File: src/rtl/lsu_ctrl.sv
// Load/store control stage: accepts one memory request, validates it, performs a
// single data-memory access cycle and holds a registered response for writeback.
//
// state  | meaning
// IDLE   | ready for a request; req_ready high
// ACCESS | one cycle driving the data memory port from latched request fields
// RESP   | response held on rsp_* until writeback accepts it
module lsu_ctrl #(
    parameter int unsigned MEM_BYTES = 1024
) (
    input  logic        clk,
    input  logic        rst,
    input  logic        req_valid,
    output logic        req_ready,
    input  logic        req_we,
    input  logic [2:0]  req_func3,
    input  logic [31:0] req_addr,
    input  logic [31:0] req_wdata,
    input  logic [4:0]  req_rd,
    output logic        dm_we,
    output logic [31:0] dm_a,
    output logic [31:0] dm_wd,
    output logic [2:0]  dm_func3,
    input  logic [31:0] dm_rd,
    output logic        rsp_valid,
    input  logic        rsp_ready,
    output logic [31:0] rsp_data,
    output logic [4:0]  rsp_rd,
    output logic        rsp_is_load,
    output logic        rsp_fault,
    output logic [1:0]  rsp_cause
);

    typedef enum logic [1:0] {
        IDLE   = 2'd0,
        ACCESS = 2'd1,
        RESP   = 2'd2
    } state_t;

    localparam logic [1:0]  CAUSE_NONE    = 2'b00;
    localparam logic [1:0]  CAUSE_MISALIGN = 2'b01;
    localparam logic [1:0]  CAUSE_RANGE   = 2'b10;
    localparam logic [1:0]  CAUSE_ILLEGAL = 2'b11;
    localparam logic [32:0] MEM_LIMIT     = 33'(MEM_BYTES);

    state_t      state_q, state_d;
    logic        req_ready_q, req_ready_d;
    logic        we_q, we_d;
    logic [2:0]  func3_q, func3_d;
    logic [31:0] addr_q, addr_d;
    logic [31:0] wdata_q, wdata_d;
    logic [4:0]  rd_q, rd_d;
    logic        fault_q, fault_d;
    logic [1:0]  cause_q, cause_d;
    logic        rsp_valid_q, rsp_valid_d;
    logic [31:0] rsp_data_q, rsp_data_d;
    logic [4:0]  rsp_rd_q, rsp_rd_d;
    logic        rsp_is_load_q, rsp_is_load_d;
    logic        rsp_fault_q, rsp_fault_d;
    logic [1:0]  rsp_cause_q, rsp_cause_d;

    logic [2:0]  req_size;
    logic        chk_illegal;
    logic        chk_misalign;
    logic        chk_range;
    logic [32:0] req_end;
    logic [1:0]  req_cause;

    // Request validation; the 33-bit end address keeps 0xFFFFFFFF+size from wrapping.
    always_comb begin
        req_size = 3'd4;
        case (req_func3[1:0])
            2'b00:   req_size = 3'd1;
            2'b01:   req_size = 3'd2;
            default: req_size = 3'd4;
        endcase

        if (req_we) begin
            chk_illegal = !((req_func3 == 3'b000) || (req_func3 == 3'b001) ||
                            (req_func3 == 3'b010));
        end else begin
            chk_illegal = (req_func3 == 3'b011) || (req_func3 == 3'b110) ||
                          (req_func3 == 3'b111);
        end

        chk_misalign = ((req_size == 3'd2) && req_addr[0]) ||
                       ((req_size == 3'd4) && (req_addr[1:0] != 2'b00));

        req_end   = {1'b0, req_addr} + {30'd0, req_size};
        chk_range = req_end > MEM_LIMIT;

        if (chk_illegal) begin
            req_cause = CAUSE_ILLEGAL;
        end else if (chk_misalign) begin
            req_cause = CAUSE_MISALIGN;
        end else if (chk_range) begin
            req_cause = CAUSE_RANGE;
        end else begin
            req_cause = CAUSE_NONE;
        end
    end

    always_comb begin
        state_d       = state_q;
        req_ready_d   = req_ready_q;
        we_d          = we_q;
        func3_d       = func3_q;
        addr_d        = addr_q;
        wdata_d       = wdata_q;
        rd_d          = rd_q;
        fault_d       = fault_q;
        cause_d       = cause_q;
        rsp_valid_d   = rsp_valid_q;
        rsp_data_d    = rsp_data_q;
        rsp_rd_d      = rsp_rd_q;
        rsp_is_load_d = rsp_is_load_q;
        rsp_fault_d   = rsp_fault_q;
        rsp_cause_d   = rsp_cause_q;

        case (state_q)
            IDLE: begin
                if (req_valid) begin
                    we_d        = req_we;
                    func3_d     = req_func3;
                    addr_d      = req_addr;
                    wdata_d     = req_wdata;
                    rd_d        = req_rd;
                    fault_d     = (req_cause != CAUSE_NONE);
                    cause_d     = req_cause;
                    req_ready_d = 1'b0;
                    state_d     = ACCESS;
                end
            end
            ACCESS: begin
                rsp_data_d    = (!we_q && !fault_q) ? dm_rd : 32'd0;
                rsp_rd_d      = rd_q;
                rsp_is_load_d = !we_q;
                rsp_fault_d   = fault_q;
                rsp_cause_d   = cause_q;
                rsp_valid_d   = 1'b1;
                state_d       = RESP;
            end
            RESP: begin
                if (rsp_ready) begin
                    rsp_valid_d = 1'b0;
                    req_ready_d = 1'b1;
                    state_d     = IDLE;
                end
            end
            default: begin
                rsp_valid_d = 1'b0;
                req_ready_d = 1'b1;
                state_d     = IDLE;
            end
        endcase
    end

    always_ff @(posedge clk) begin
        if (rst) begin
            state_q       <= IDLE;
            req_ready_q   <= 1'b1;
            we_q          <= 1'b0;
            func3_q       <= 3'b000;
            addr_q        <= 32'd0;
            wdata_q       <= 32'd0;
            rd_q          <= 5'd0;
            fault_q       <= 1'b0;
            cause_q       <= CAUSE_NONE;
            rsp_valid_q   <= 1'b0;
            rsp_data_q    <= 32'd0;
            rsp_rd_q      <= 5'd0;
            rsp_is_load_q <= 1'b0;
            rsp_fault_q   <= 1'b0;
            rsp_cause_q   <= CAUSE_NONE;
        end else begin
            state_q       <= state_d;
            req_ready_q   <= req_ready_d;
            we_q          <= we_d;
            func3_q       <= func3_d;
            addr_q        <= addr_d;
            wdata_q       <= wdata_d;
            rd_q          <= rd_d;
            fault_q       <= fault_d;
            cause_q       <= cause_d;
            rsp_valid_q   <= rsp_valid_d;
            rsp_data_q    <= rsp_data_d;
            rsp_rd_q      <= rsp_rd_d;
            rsp_is_load_q <= rsp_is_load_d;
            rsp_fault_q   <= rsp_fault_d;
            rsp_cause_q   <= rsp_cause_d;
        end
    end

    // Reset gates the write enable combinationally so an interrupted store never lands.
    assign dm_we       = (state_q == ACCESS) && we_q && !fault_q && !rst;
    assign dm_a        = addr_q;
    assign dm_wd       = wdata_q;
    assign dm_func3    = func3_q;
    assign req_ready   = req_ready_q;
    assign rsp_valid   = rsp_valid_q;
    assign rsp_data    = rsp_data_q;
    assign rsp_rd      = rsp_rd_q;
    assign rsp_is_load = rsp_is_load_q;
    assign rsp_fault   = rsp_fault_q;
    assign rsp_cause   = rsp_cause_q;

endmodule

File: config.mk
export PLATFORM = sky130hd
export DESIGN_NAME = lsu_ctrl
export DESIGN_NICKNAME = d
export VERILOG_FILES = /design/src/rtl/lsu_ctrl.sv
export SDC_FILE = /design/constraint.sdc
export NUM_CORES = 1
export LEC_CHECK = 0
export CORE_UTILIZATION = 38
export DETAILED_ROUTE_END_ITERATION = 8
export GPL_TIMING_DRIVEN = 1
export HOLD_SLACK_MARGIN = 0.08
export PLACE_DENSITY = 0.77
export SYNTH_ARGS = -nofsm -noshare
export SYNTH_HDL_FRONTEND = slang
export SYNTH_SLANG_ARGS = --single-unit
File: constraint.sdc
create_clock -name clk -period 2.55 [get_ports clk]
set_input_delay 0.255 -clock clk [delete_from_list [all_inputs] [get_ports clk]]
set_output_delay 0.255 -clock clk [all_outputs]
set_load 0.01 [all_outputs]
==> flow_metrics.env, run 1 <==
export IMPL_drv_slew=0
export IMPL_wirelength_um=15700
export IMPL_async_flop_share_pct=0
export IMPL_grt_max_degree=77
export IMPL_crit_cells=14
export IMPL_fin_ws_ns=0.169
export IMPL_start_kind="input pin"
export IMPL_synthFlopType="dfxtp_1"
export IMPL_crit_start="req_func3[1]"
export IMPL_worst_hold_path_type="in -> reg"
export IMPL_fin_skew_ns=0.00591
export IMPL_finalCoreUtilization_pct=65.5
export IMPL_antenna_found_initial=0
export IMPL_grt_ovfl_total=0
export IMPL_cts_tree="built"
export IMPL_stdcell_count=1039
export IMPL_preCtsSetupSlack_ns=-0.875
export IMPL_reg2reg_depth=7
export IMPL_synth_top_family_by_area="simple AND/OR/NAND/NOR gates"
export IMPL_start_util_pct=39.2
export IMPL_drt_initial_drc_count=264
export IMPL_die_y_um=116
export IMPL_setup_violations=0
export IMPL_synth_distinct_cells=57
export IMPL_antenna_left=0
export IMPL_drive_gt1_share_pct=13.4
export IMPL_routabilityCongestion=0.834
export IMPL_crit_end="fault_q"
export IMPL_row_count=41
export IMPL_path_buf_inv=4
export IMPL_synthSimpleGateAreaFrac_pct=24.1
export IMPL_place_area_um2=7540
export IMPL_diodes=0
export IMPL_power_per_cell_area_nw_per_um2=649
export IMPL_synth_warnings=0
export IMPL_hold_buffers=0
export IMPL_clk_latency_ns=0.41
export IMPL_viasPerCell=5.08
export IMPL_dp_cells=1001
export IMPL_vias=5274
export IMPL_tightest_slew_ns=0.770
export IMPL_fin_crit_ns=2.38
export IMPL_synth_xor_area_share_pct=1.76
export IMPL_critPathRequiredTime_ns=2.82
export IMPL_slowest_delay_ns=0.41
export IMPL_status="completed"
export IMPL_crit_top_cell="buf_6"
export IMPL_seq_area_frac_synth_pct=48.8
export IMPL_slew_headroom_pct=48.6
export IMPL_syn_inst=611
export IMPL_grt_pass1_vias=5255
export IMPL_cp_slowest_cell="nor4_4"
export IMPL_rr_startpoint="state_q[1]"
export IMPL_crit_fanout=7
export IMPL_hold_viol_final=0
export IMPL_ios=220
export IMPL_core_um2=12700
export IMPL_die_area_um2=13500
export IMPL_area_delta_synth_final_pct=67.0
export IMPL_timing_rr_end="rsp_data[1]"
export IMPL_clock_root_buffer="clkbuf_16"
export IMPL_fin_nets=968
export IMPL_firstDrtPassIters=4
export IMPL_numPortBuffers=219
export IMPL_synth_cell_area_um2=4970
export IMPL_grt_total_usage_pct=23.6
export IMPL_rrSetupSlack_ns=0.82
export IMPL_synthAdderAreaFrac_pct=1.16
export IMPL_cp_cell_sequence="buf_6 > nor2_2 > ha_2 > fa_2 > buf_6 > a21oi_4 > buf_6 > buf_12 > nor4_4 > nand4_1 > mux2i_1 > o211ai_2 > nor4_2 > a31oi_1"
export IMPL_synth_enable_flop_cells=0
export IMPL_p_leak_nw=3.10
export IMPL_grt_pass1_wl_um=24800
export IMPL_ys_ff_latch=121
export IMPL_clock_path_buffers=2
export IMPL_muxShareOfSynthArea_pct=0.806
export IMPL_syn_area_per_cell_um2=8.13
export IMPL_power_mw=5.39
export IMPL_numClockSinks=121
export IMPL_stdcell_area_um2=8290
export IMPL_drv_cap=0
export IMPL_crit_family="simple AND/OR/NAND/NOR gates"
export IMPL_cts_inserted_buffers=17
export IMPL_ir_drop_v=0.000410
export IMPL_drc=0
export IMPL_end_kind="register"
export IMPL_dieWidth_um=116
export IMPL_cp_arrival_ns=2.65
export IMPL_syn_nets=724
export IMPL_wl_per_cell_um=15.1
export IMPL_crit_type="in -> reg"
export IMPL_fmax_mhz=420
export IMPL_synth_compound_area_share_pct=19.6
export IMPL_cts_clk_slew_worst_paths_ns=0.05
export IMPL_nFillCells=1056
export IMPL_post_route_period_util_pct=93.4
export IMPL_dp_hpwl_um=10900
export IMPL_htreeDepth=4
## metal layers
metal / up-vias / GRT usage [%] / wire length (um)
met1: 2436 / 26.1 / 6240
met3: 37 / 9.50 / 1350
met2: 205 / 39.4 / 7710
met4: 0 / 11.2 / 385
li1: 2596 / - / -
met5: - / 0 / 0
## area by class of cell
type	count	area, um2	share of cell area, %
Timing Repair Buffer	265	2570	31.0
Multi-Input combinational cell	443	2460	29.6
Sequential cell	121	2420	29.2
Clock buffer	20	457	5.51
Tap cell	172	215	2.59
Clock inverter	11	146	1.76
Inverter	7	26.3	0.317
## through the flow
step / setup TNS, ns / hold slack [ns]
floorplan: 0 / 0.391
global placement: -1.49 / 0.440
detailed placement: -1.71 / 0.443
CTS: 0 / 0.280
global route: -0.0104 / 0.102
finish: 0 / 0.118
## kinds of logic after synthesis
logic type,Yosys count
mux,4
compound gates,154
flops,121
simple gates,271
xor+xnor,10
fa+ha+maj,4
buf+inv,47
## repair_timing
action / CTS / global route
setup endpoints to repair: 2 / 2
pin swaps: 10 / 9
endpoints found under the hold margin: 0 / 0
gates resized for setup: 18 / 17
buffers inserted: 3 / 4
## power breakdown
part / switching (mW) / internal, mW / leakage, nW
logic: 0.414 / 0.478 / 1.82
registers: 0.0605 / 2.00 / 0.990
clock network: 0.851 / 1.58 / 0.292
## sequential cells by signal (all words and copies together) (netlist names), 2 cells and up
name       flops
state_q        2
rsp_rd         5
dm_wd         32
rsp_data      32
cause_q        2
rd_q           5
rsp_cause      2
dm_func3       3
dm_a          32
## worst min path at each step
stage | end | depth (start not counted) | slack (ns) | from
final | dm_func3[0] | 3 | 0.12 | req_func3[0]
after floorplan | rd_q[0] | 2 | 0.39 | req_rd[0]
after global placement | rsp_rd[1] | 2 | 0.44 | rd_q[1]
after detailed placement | rsp_rd[1] | 2 | 0.44 | rd_q[1]
after global routing | dm_func3[0] | 3 | 0.10 | req_func3[0]
after CTS | dm_func3[0] | 3 | 0.28 | req_func3[0]
## placed cells by master, fill, tap and decap left out, types with 3 or more instances in the layout
| cell type | instances |
|---|---|
| bufinv_16 | 3 |
| nand3_1 | 15 |
| mux2i_1 | 4 |
| nor3_1 | 4 |
| nor2_1 | 44 |
| a21oi_1 | 89 |
| dfxtp_1 | 121 |
| clkbuf_16 | 17 |
| or2b_2 | 3 |
| o21ai_0 | 6 |
| xnor2_1 | 4 |
| clkinv_2 | 3 |
| nand2_1 | 171 |
| inv_1 | 7 |
| buf_4 | 43 |
| nand4_1 | 6 |
| xor2_1 | 6 |
| buf_6 | 4 |
| a22oi_1 | 32 |
| a211oi_1 | 3 |
| clkdlybuf4s50_1 | 213 |
## synthesized netlist by cell type, types with 2 or more instances
cell	instances	area share [%]
nor3b_1	2	0.30
inv_1	7	0.53
or2b_2	3	0.53
a22oi_1	33	5.0
or2_2	2	0.25
nand3_1	16	1.6
xnor2_1	4	0.71
nor2b_1	3	0.38
xor2_1	6	1.1
nor3_1	5	0.50
mux2i_1	4	0.81
ha_1	3	0.76
nand4_1	6	0.76
a21oi_1	89	9.0
or3_1	3	0.38
and3_1	3	0.38
a21o_2	2	0.35
o2111ai_1	2	0.35
a41oi_1	2	0.35
and4_1	2	0.35
clkbuf_1	37	2.8
nand2_1	171	13
a211oi_1	3	0.45
o21ai_0	6	0.60
dfxtp_1	121	49
nor2_1	45	3.4
## worst reg2reg max path, cell delays in order (launching register included)
cell     delay, ns
dfxtp_1       0.41
inv_1         0.12
nand2_1       0.11
buf_4         0.38
nor3_2        0.06
buf_4         0.24
a22oi_1       0.20
nor2_1        0.07
Power figures use the tool's default switching activity.
==> run 2, diff against run 1 <==
--- a/config.mk
+++ b/config.mk
@@ -5,6 +5,7 @@
 export SDC_FILE = /design/constraint.sdc
 export NUM_CORES = 1
 export LEC_CHECK = 0
+export CORE_MARGIN = 1
 export CORE_UTILIZATION = 38
 export DETAILED_ROUTE_END_ITERATION = 8
 export GPL_TIMING_DRIVEN = 1
==> results of run 2 <==
The final DEF is identical to that of run 1; final timing and power are the same.
